==> src/rtl/vec_dot_engine.sv <==
// Multi-cycle packed 16-bit dot-product engine: walks vectors A and B through the shared
// memory port, accumulates the signed pair products and writes the (optionally ReLU'd) sum.
module vec_dot_engine #(
   parameter int ADDR_W = 32,
   parameter int LEN_W  = 16
) (
   input  logic              clk,
   input  logic              reset,
   input  logic              start,
   input  logic              relu_en,
   input  logic [ADDR_W-1:0] a_base,
   input  logic [ADDR_W-1:0] b_base,
   input  logic [ADDR_W-1:0] dst_addr,
   input  logic [LEN_W-1:0]  len,
   output logic              busy,
   output logic              done,
   output logic [31:0]       result,
   output logic [ADDR_W-1:0] mem_addr,
   output logic              mem_re,
   input  logic [31:0]       mem_rdata,
   output logic              mem_we,
   output logic [31:0]       mem_wdata
);

   typedef enum logic [2:0] {
      S_IDLE,
      S_RD_A,
      S_RD_B,
      S_ACC,
      S_WRITE,
      S_DONE
   } state_t;

   localparam logic [ADDR_W-1:0] ALIGN_MASK = ~ADDR_W'(3);

   state_t              r_state;
   state_t              w_nextState;
   logic [ADDR_W-1:0]   r_aPtr;
   logic [ADDR_W-1:0]   r_bPtr;
   logic [ADDR_W-1:0]   r_dst;
   logic [LEN_W-1:0]    r_cnt;
   logic                r_reluQ;
   logic [31:0]         r_acc;
   logic [31:0]         r_aWord;
   logic [31:0]         r_result;

   logic [LEN_W-1:0]    w_cntNext;
   logic signed [15:0]  w_aLo;
   logic signed [15:0]  w_aHi;
   logic signed [15:0]  w_bLo;
   logic signed [15:0]  w_bHi;
   logic signed [31:0]  w_prodLo;
   logic signed [31:0]  w_prodHi;
   logic [31:0]         w_dot;
   logic [31:0]         w_final;

   // B data arrives on mem_rdata during ACC, so it is multiplied straight off the port.
   assign w_aLo     = r_aWord[15:0];
   assign w_aHi     = r_aWord[31:16];
   assign w_bLo     = mem_rdata[15:0];
   assign w_bHi     = mem_rdata[31:16];
   assign w_prodLo  = 32'(w_aLo) * 32'(w_bLo);
   assign w_prodHi  = 32'(w_aHi) * 32'(w_bHi);
   assign w_dot     = w_prodLo + w_prodHi;
   assign w_cntNext = r_cnt - LEN_W'(1);
   assign w_final   = (r_reluQ && r_acc[31]) ? 32'h0 : r_acc;
   assign result    = r_result;

   always_ff @(posedge clk) begin
      if (reset) begin
         r_state <= S_IDLE;
      end else begin
         r_state <= w_nextState;
      end
   end

   always_comb begin
      w_nextState = r_state;
      case (r_state)
         S_IDLE:  if (start) w_nextState = (len == '0) ? S_WRITE : S_RD_A;
         S_RD_A:  w_nextState = S_RD_B;
         S_RD_B:  w_nextState = S_ACC;
         S_ACC:   w_nextState = (w_cntNext != '0) ? S_RD_A : S_WRITE;
         S_WRITE: w_nextState = S_DONE;
         S_DONE:  w_nextState = S_IDLE;
         default: w_nextState = S_IDLE;
      endcase
   end

   // Address and write data are forced to zero whenever no strobe is active.
   always_comb begin
      busy      = (r_state != S_IDLE);
      done      = 1'b0;
      mem_re    = 1'b0;
      mem_we    = 1'b0;
      mem_addr  = '0;
      mem_wdata = 32'h0;
      case (r_state)
         S_RD_A: begin
            mem_re   = 1'b1;
            mem_addr = r_aPtr;
         end
         S_RD_B: begin
            mem_re   = 1'b1;
            mem_addr = r_bPtr;
         end
         S_WRITE: begin
            mem_we    = 1'b1;
            mem_addr  = r_dst;
            mem_wdata = w_final;
         end
         S_DONE:  done = 1'b1;
         default: ;
      endcase
   end

   always_ff @(posedge clk) begin
      if (reset) begin
         r_aPtr   <= '0;
         r_bPtr   <= '0;
         r_dst    <= '0;
         r_cnt    <= '0;
         r_reluQ  <= 1'b0;
         r_acc    <= 32'h0;
         r_aWord  <= 32'h0;
         r_result <= 32'h0;
      end else begin
         case (r_state)
            S_IDLE: begin
               if (start) begin
                  r_aPtr  <= a_base & ALIGN_MASK;
                  r_bPtr  <= b_base & ALIGN_MASK;
                  r_dst   <= dst_addr & ALIGN_MASK;
                  r_cnt   <= len;
                  r_reluQ <= relu_en;
                  r_acc   <= 32'h0;
               end
            end
            S_RD_B: r_aWord <= mem_rdata;
            S_ACC: begin
               r_acc  <= r_acc + w_dot;
               r_aPtr <= r_aPtr + ADDR_W'(4);
               r_bPtr <= r_bPtr + ADDR_W'(4);
               r_cnt  <= w_cntNext;
            end
            S_WRITE: r_result <= w_final;
            default: ;
         endcase
      end
   end

endmodule

==> config.mk <==
export PLATFORM = sky130hd
export DESIGN_NAME = vec_dot_engine
export DESIGN_NICKNAME = d
export VERILOG_FILES = /design/src/rtl/vec_dot_engine.sv
export SDC_FILE = /design/constraint.sdc
export NUM_CORES = 2
export LEC_CHECK = 0
export BUFFER_PORTS_ARGS = -buffer_cell sky130_fd_sc_hd__buf_2
export CORE_MARGIN = 10
export CORE_UTILIZATION = 30
export CTS_CLUSTER_DIAMETER = 50
export DETAILED_ROUTE_END_ITERATION = 8
export SYNTH_ARGS = -nofsm -noshare
export SYNTH_HDL_FRONTEND = slang
export SYNTH_SLANG_ARGS = --single-unit
export TNS_END_PERCENT = 30
==> constraint.sdc <==
create_clock -name clk -period 12.8 [get_ports clk]
set_input_delay 1.28 -clock clk [delete_from_list [all_inputs] [get_ports clk]]
set_output_delay 1.28 -clock clk [all_outputs]
set_load 0.1 [all_outputs]
; Word level (Yosys, flattened, before mapping)
; Index checks and enable logic that the tools add are counted.
[op_classes]
addsub = 5
mul = 2
n_div = 0
order_cmp = 0
eq_ne = 6
n_shift = 0
n_mux = 18
n_bitwise = 0
reduce_logical = 9
[ops]
columns = op, n
row1 = $pmux 32 s2, 3
row2 = $mux 32, 5
row3 = $pmux 32 s3, 1
row4 = $add 32x3->32 const B, 2
row5 = $add 32x32->32, 2
row6 = $mul 16x16->32, 2
row7 = $pmux 16 s2, 1
row8 = $logic_not 16->1, 1
row9 = $mux 16, 1
row10 = $reduce_bool 16->1, 1
row11 = $sub 16x1->16 const B, 1
row12 = $pmux 3 s5, 1
row13 = $mux 3, 3
row14 = $eq 3x2->1 const B, 2
row15 = $eq 3x3->1 const B, 2
row16 = $reduce_and 2->1, 2
row17 = $eq 3x1->1 const B, 1
row18 = $logic_not 3->1, 1
row19 = $mux 1, 3
row20 = $reduce_bool 3->1, 1
row21 = $ne 2x2->1 const B, 1
row22 = $reduce_bool 2->1, 1
row23 = $reduce_or 2->1, 1
row24 = $logic_and 1x1->1, 1
[totals]
ff_bits = 210
latch_bits = 0
ramBits = 0
romBits = 0
elab_cells = 49
n_memories = 0

; Depth between registers and ports, before layout
[depth]
word_depth = 4
depth_mapped = 28
depth_no_buf = 27

; Worst setup path after synthesis
; OpenSTA, ideal clock, no wires.
[synth_path]
path_type = input to register
from = in mem_rdata[0]
to = reg r_acc[17]
setup_ns = 0.117
arrival_time_ns = 8.211
t_required_ns = 12.683
slack_ns = 4.472
cell_stages = 25
path_buffers = 2
path_cell_list = clkbuf_1 -> clkbuf_1 -> nand2_1 -> fa_1 -> fa_1 -> inv_1 -> fa_1 -> inv_1 -> fa_1 -> inv_1 -> fa_1 -> fa_1 -> inv_1 -> fa_1 -> fa_1 -> inv_1 -> ha_1 -> or4_4 -> a2bb2oi_1 -> a21o_1 -> a31o_1 -> a21o_1 -> a21o_1 -> a211o_1 -> a32o_1
[synth_via]
elab_chain_cells = 4
[synth_rtl]
columns = element, line
row1 = from (decl), 20  ; input logic [31:0] mem_rdata,
row2 = $mul 16x16->32, 62  ; assign w_prodLo = 32'(w_aLo) * 32'(w_bLo);
row3 = $add 32x32->32, 64  ; assign w_dot = w_prodLo + w_prodHi;
row4 = $add 32x32->32, 141  ; r_acc <= r_acc + w_dot;
row5 = $pmux 32 s2, 128  ; case (r_state)
row6 = to (signal assigned), 141
row7 = to (decl), 43  ; logic [31:0] r_acc;
; Every way passes these cells.
; A chain may end at the register's enable or synchronous reset.

; Worst setup path in the final report
[layout_path]
from = in mem_rdata[0]
to = reg r_acc[30]
; Same word-level chain as after synthesis.

==> results by group <==
CTS
  – Worst skew pair latency: 620 ps
  – # clock sinks: 206
  – Clock transition at path regs: 60 ps
  – CTS tree: built
  – # hold bufs at CTS: 0
  – Htree depth: 1
  – Max clock buf depth: 3
  – Post-CTS Setup Inserts: 0
  – CTS Buf Count: 31
  – Cts repair resizes: 0
  – CTS Root Cell: clkbuf_16

Yosys
  – Post-synth EDFFs: 0
  – Post-Synth Adder-Cell Area: 47.5%
  – Area contributors post-synth: fa_1 42%, dfxtp_1 14%, inv_1 8.7%
  – Yosys reg bits: 206
  – Synth warnings: 0
  – Syn_area_per_cell: 8.72 µm²
  – Library cells used by synthesis: 62
  – Async set or reset register ratio after synthesis: 0%
  – Leading area contributor after synthesis: fa_1
  – Mux share of post-synthesis cell area: 0.138%
  – Synth Area in Compound Gates: 9.21%
  – Synthesized area: 0.0299 mm²
  – Top cell type's share of synthesized area: 41.6%
  – Xor/xnor share of the synthesized area: 1.55%
  – Post-Synthesis Cells: 3,433
  – Main synth FF type: dfxtp_1
  – Combinational family with the most area after synthesis: adder cells
  – Seq/Total Area, Yosys: 13.8%
  – Simple-gate share of the synthesized area: 16.9%

Pwr
  – Power Dens Cells: 181 mW/mm²
  – Worst vdd ir: 167 µV
  – Pleak: 15.9 nW

Floorplanning
  – Initial core utilization: 30.3%
  – Chip width: 336 µm
  – # IOs: 248
  – Die Y: 336 µm
  – Rows: 115
  – CORE AREA: 0.0987 mm²
  – Die Footprint: 0.113 mm²

Routing
  – Final antenna-violating net count: 0
  – DRT Pass-1 Iters: 5
  – 1st-iter DRT viols: 1,246
  – Post-DR wirelength/cell: 17.2 µm
  – Vias: 22,900
  – Vias/cell: 4.70
  – # DRC: 0
  – DRT Wirelength: 83,400 µm

GRT
  – Vias in the first global route: 24,600
  – Global-route wire length before repair: 138,000 µm
  – Overall global routing resource usage: 15.1%
  – Initial antenna violation count: 21
  – Largest net degree at the start of global routing: 90
  – Grt total ovfl: 0

Placed design
  – GP Congestion: 0.824
  – DP Cell Count: 4,802
  – # port buffers: 239
  – Post-DP HPWL: 68,900 µm

Final layout
  – Multi-input gate area: 0.0226 mm²
  – Commonest non-fill, non-tap cells in the layout: 695 x inv_1, 622 x fa_1, 500 x nand2_1, 255 x and2_1, 238 x buf_2
  – Final Non-Filler Cells: 4,861
  – Fraction of layout cells with a size suffix above 1: 9.21%
  – Most common cell after layout, fill and taps aside: inv_1
  – Seq. cell area: 0.00412 mm²
  – Filler cell count in the final layout: 10,300
  – Core Util, Final: 33.8%
  – Final #Nets: 4,458
  – Layout area overhead: 11.4%

STA
  – Setup TNS: 0 ps
  – Worst slew margin: 27.1%
  – Worst slew pin tran: 1090 ps
  – Final Cycle Share: 67.8%
  – Crit path time final: 8680 ps
  – Final setup vio count: 0
  – Max-slew violation count: 0
  – Max Freq: 0.115 GHz
  – Final hold vios: 0
  – RSZ-0062 raised after global routing: false
  – Clock Skews: 32.1 ps

Hold path
  – Hold crit path type: reg -> reg

Worst setup path
  – Critical Path Source Type: input port
  – Worst setup EP type: flip-flop
  – Critical Path Fanout Max: 17
  – Reg-to-reg slack, setup: 4250 ps
  – Required time of the critical path: 13,290 ps
  – Critical path type: in -> reg
  – Critical Path AT: 9170 ps

Run
  – Maxcap violations: 0

Outcome
  – Status: completed
flip-flops by register name, indices dropped and copies added, names as in the netlist:
name	flops
r_cnt	16
result	32
r_acc	32
r_bPtr	30
r_aPtr	30
r_state	3
r_reluQ	1
r_dst	30
r_aWord	32
cells in the mapped netlist, types with 3 or more instances:
cell type	n
inv_1	695
fa_1	622
nand2_1	501
and2_1	256
a21oi_1	234
dfxtp_1	206
clkbuf_1	169
ha_1	140
nor2_1	122
o21ai_0	85
nand3_1	56
a22oi_1	40
xnor2_1	39
nor3_1	34
nor2b_1	25
a31oi_1	24
o211ai_1	17
xor2_1	14
and3_1	13
a221oi_1	12
a21o_1	9
nor3b_1	9
a22o_1	8
nand2b_1	8
nand4_1	8
nor4_1	7
a211oi_1	6
o21a_1	6
and4_1	5
o21bai_1	5
a32oi_1	4
buf_1	4
or2_2	4
a41oi_1	3
mux2i_1	3
nand3b_1	3
nor4b_1	3
o311ai_0	3
or3_1	3
path summary, 6_finish.rpt:
kind	start	to	cells past startpoint
worst min register to register	r_dst[23]	r_dst[23]	2
worst max register to register	r_aWord[15]	r_acc[30]	23
worst min-delay path	r_dst[23]	r_dst[23]	2
worst max-delay path	mem_rdata[0]	r_acc[30]	24
worst max-delay path, stage by stage:
cell,delay (ps)
buf_2,310
nand2_1,680
fa_1,790
inv_1,60
fa_1,490
fa_1,500
inv_1,60
fa_1,530
inv_1,50
fa_1,480
fa_1,540
fa_1,510
inv_1,50
fa_1,470
inv_1,40
ha_1,380
nand4_1,150
nor2_1,280
o2111ai_1,270
a31oi_1,430
nand4_1,160
a41oi_1,260
o21ai_0,110
a32o_1,250
layout make-up:
type                            instances  share of cell area, %
Antenna cell                            2                 0.0150
Clock buffer                           34                   2.39
Clock inverter                         23                  0.905
Inverter                              695                   7.83
Multi-Input combinational cell       2357                   67.6
Sequential cell                       206                   12.4
Tap cell                             1287                   4.83
Timing Repair Buffer                  257                   4.01
layer usage:
layer	vias up	wire (µm)	global-route usage, %
met5	-	130	0
met2	521	40400	25.8
met4	20	1540	3.03
met3	113	4550	2.75
met1	11500	36800	19.7
li1	10700	-	-
logic make-up (layout without fill, tap and decap cells):
logic type | after synthesis | count (layout)
muxes | 4 | 4
adders and majority gates | 762 | 762
AOI/OAI and AO/OA | 470 | 470
and+or+nand+nor | 1066 | 1066
other | 1 | 4
buffers and inverters | 871 | 1009
DFF | 206 | 206
xor gates and xnor gates | 53 | 53
stage by stage:
| stage | setup slack [ps] | area (µm²) | total power, mW | hold WS, ps |
|---|---|---|---|---|
| after detailed placement | 3470 | 32200 | 5.08 | 447 |
| final | 4120 | 33300 | 6.02 | 454 |
| after global routing | 3660 | 33300 | 6.73 | 473 |
| after global placement | 3510 | 32200 | 5.09 | 442 |
| after floorplan | 4470 | 29900 | 4.01 | 437 |
| after CTS | 4080 | 33300 | 6.11 | 455 |
where the power goes:
part / leakage [nW] / switching [mW] / internal, mW
logic: 13.7 / 2.50 / 1.82
registers: 1.68 / 0.0855 / 0.696
clock network: 0.530 / 0.378 / 0.543
total: 15.9 / 2.96 / 3.06
(Power assumes the default switching activity.)
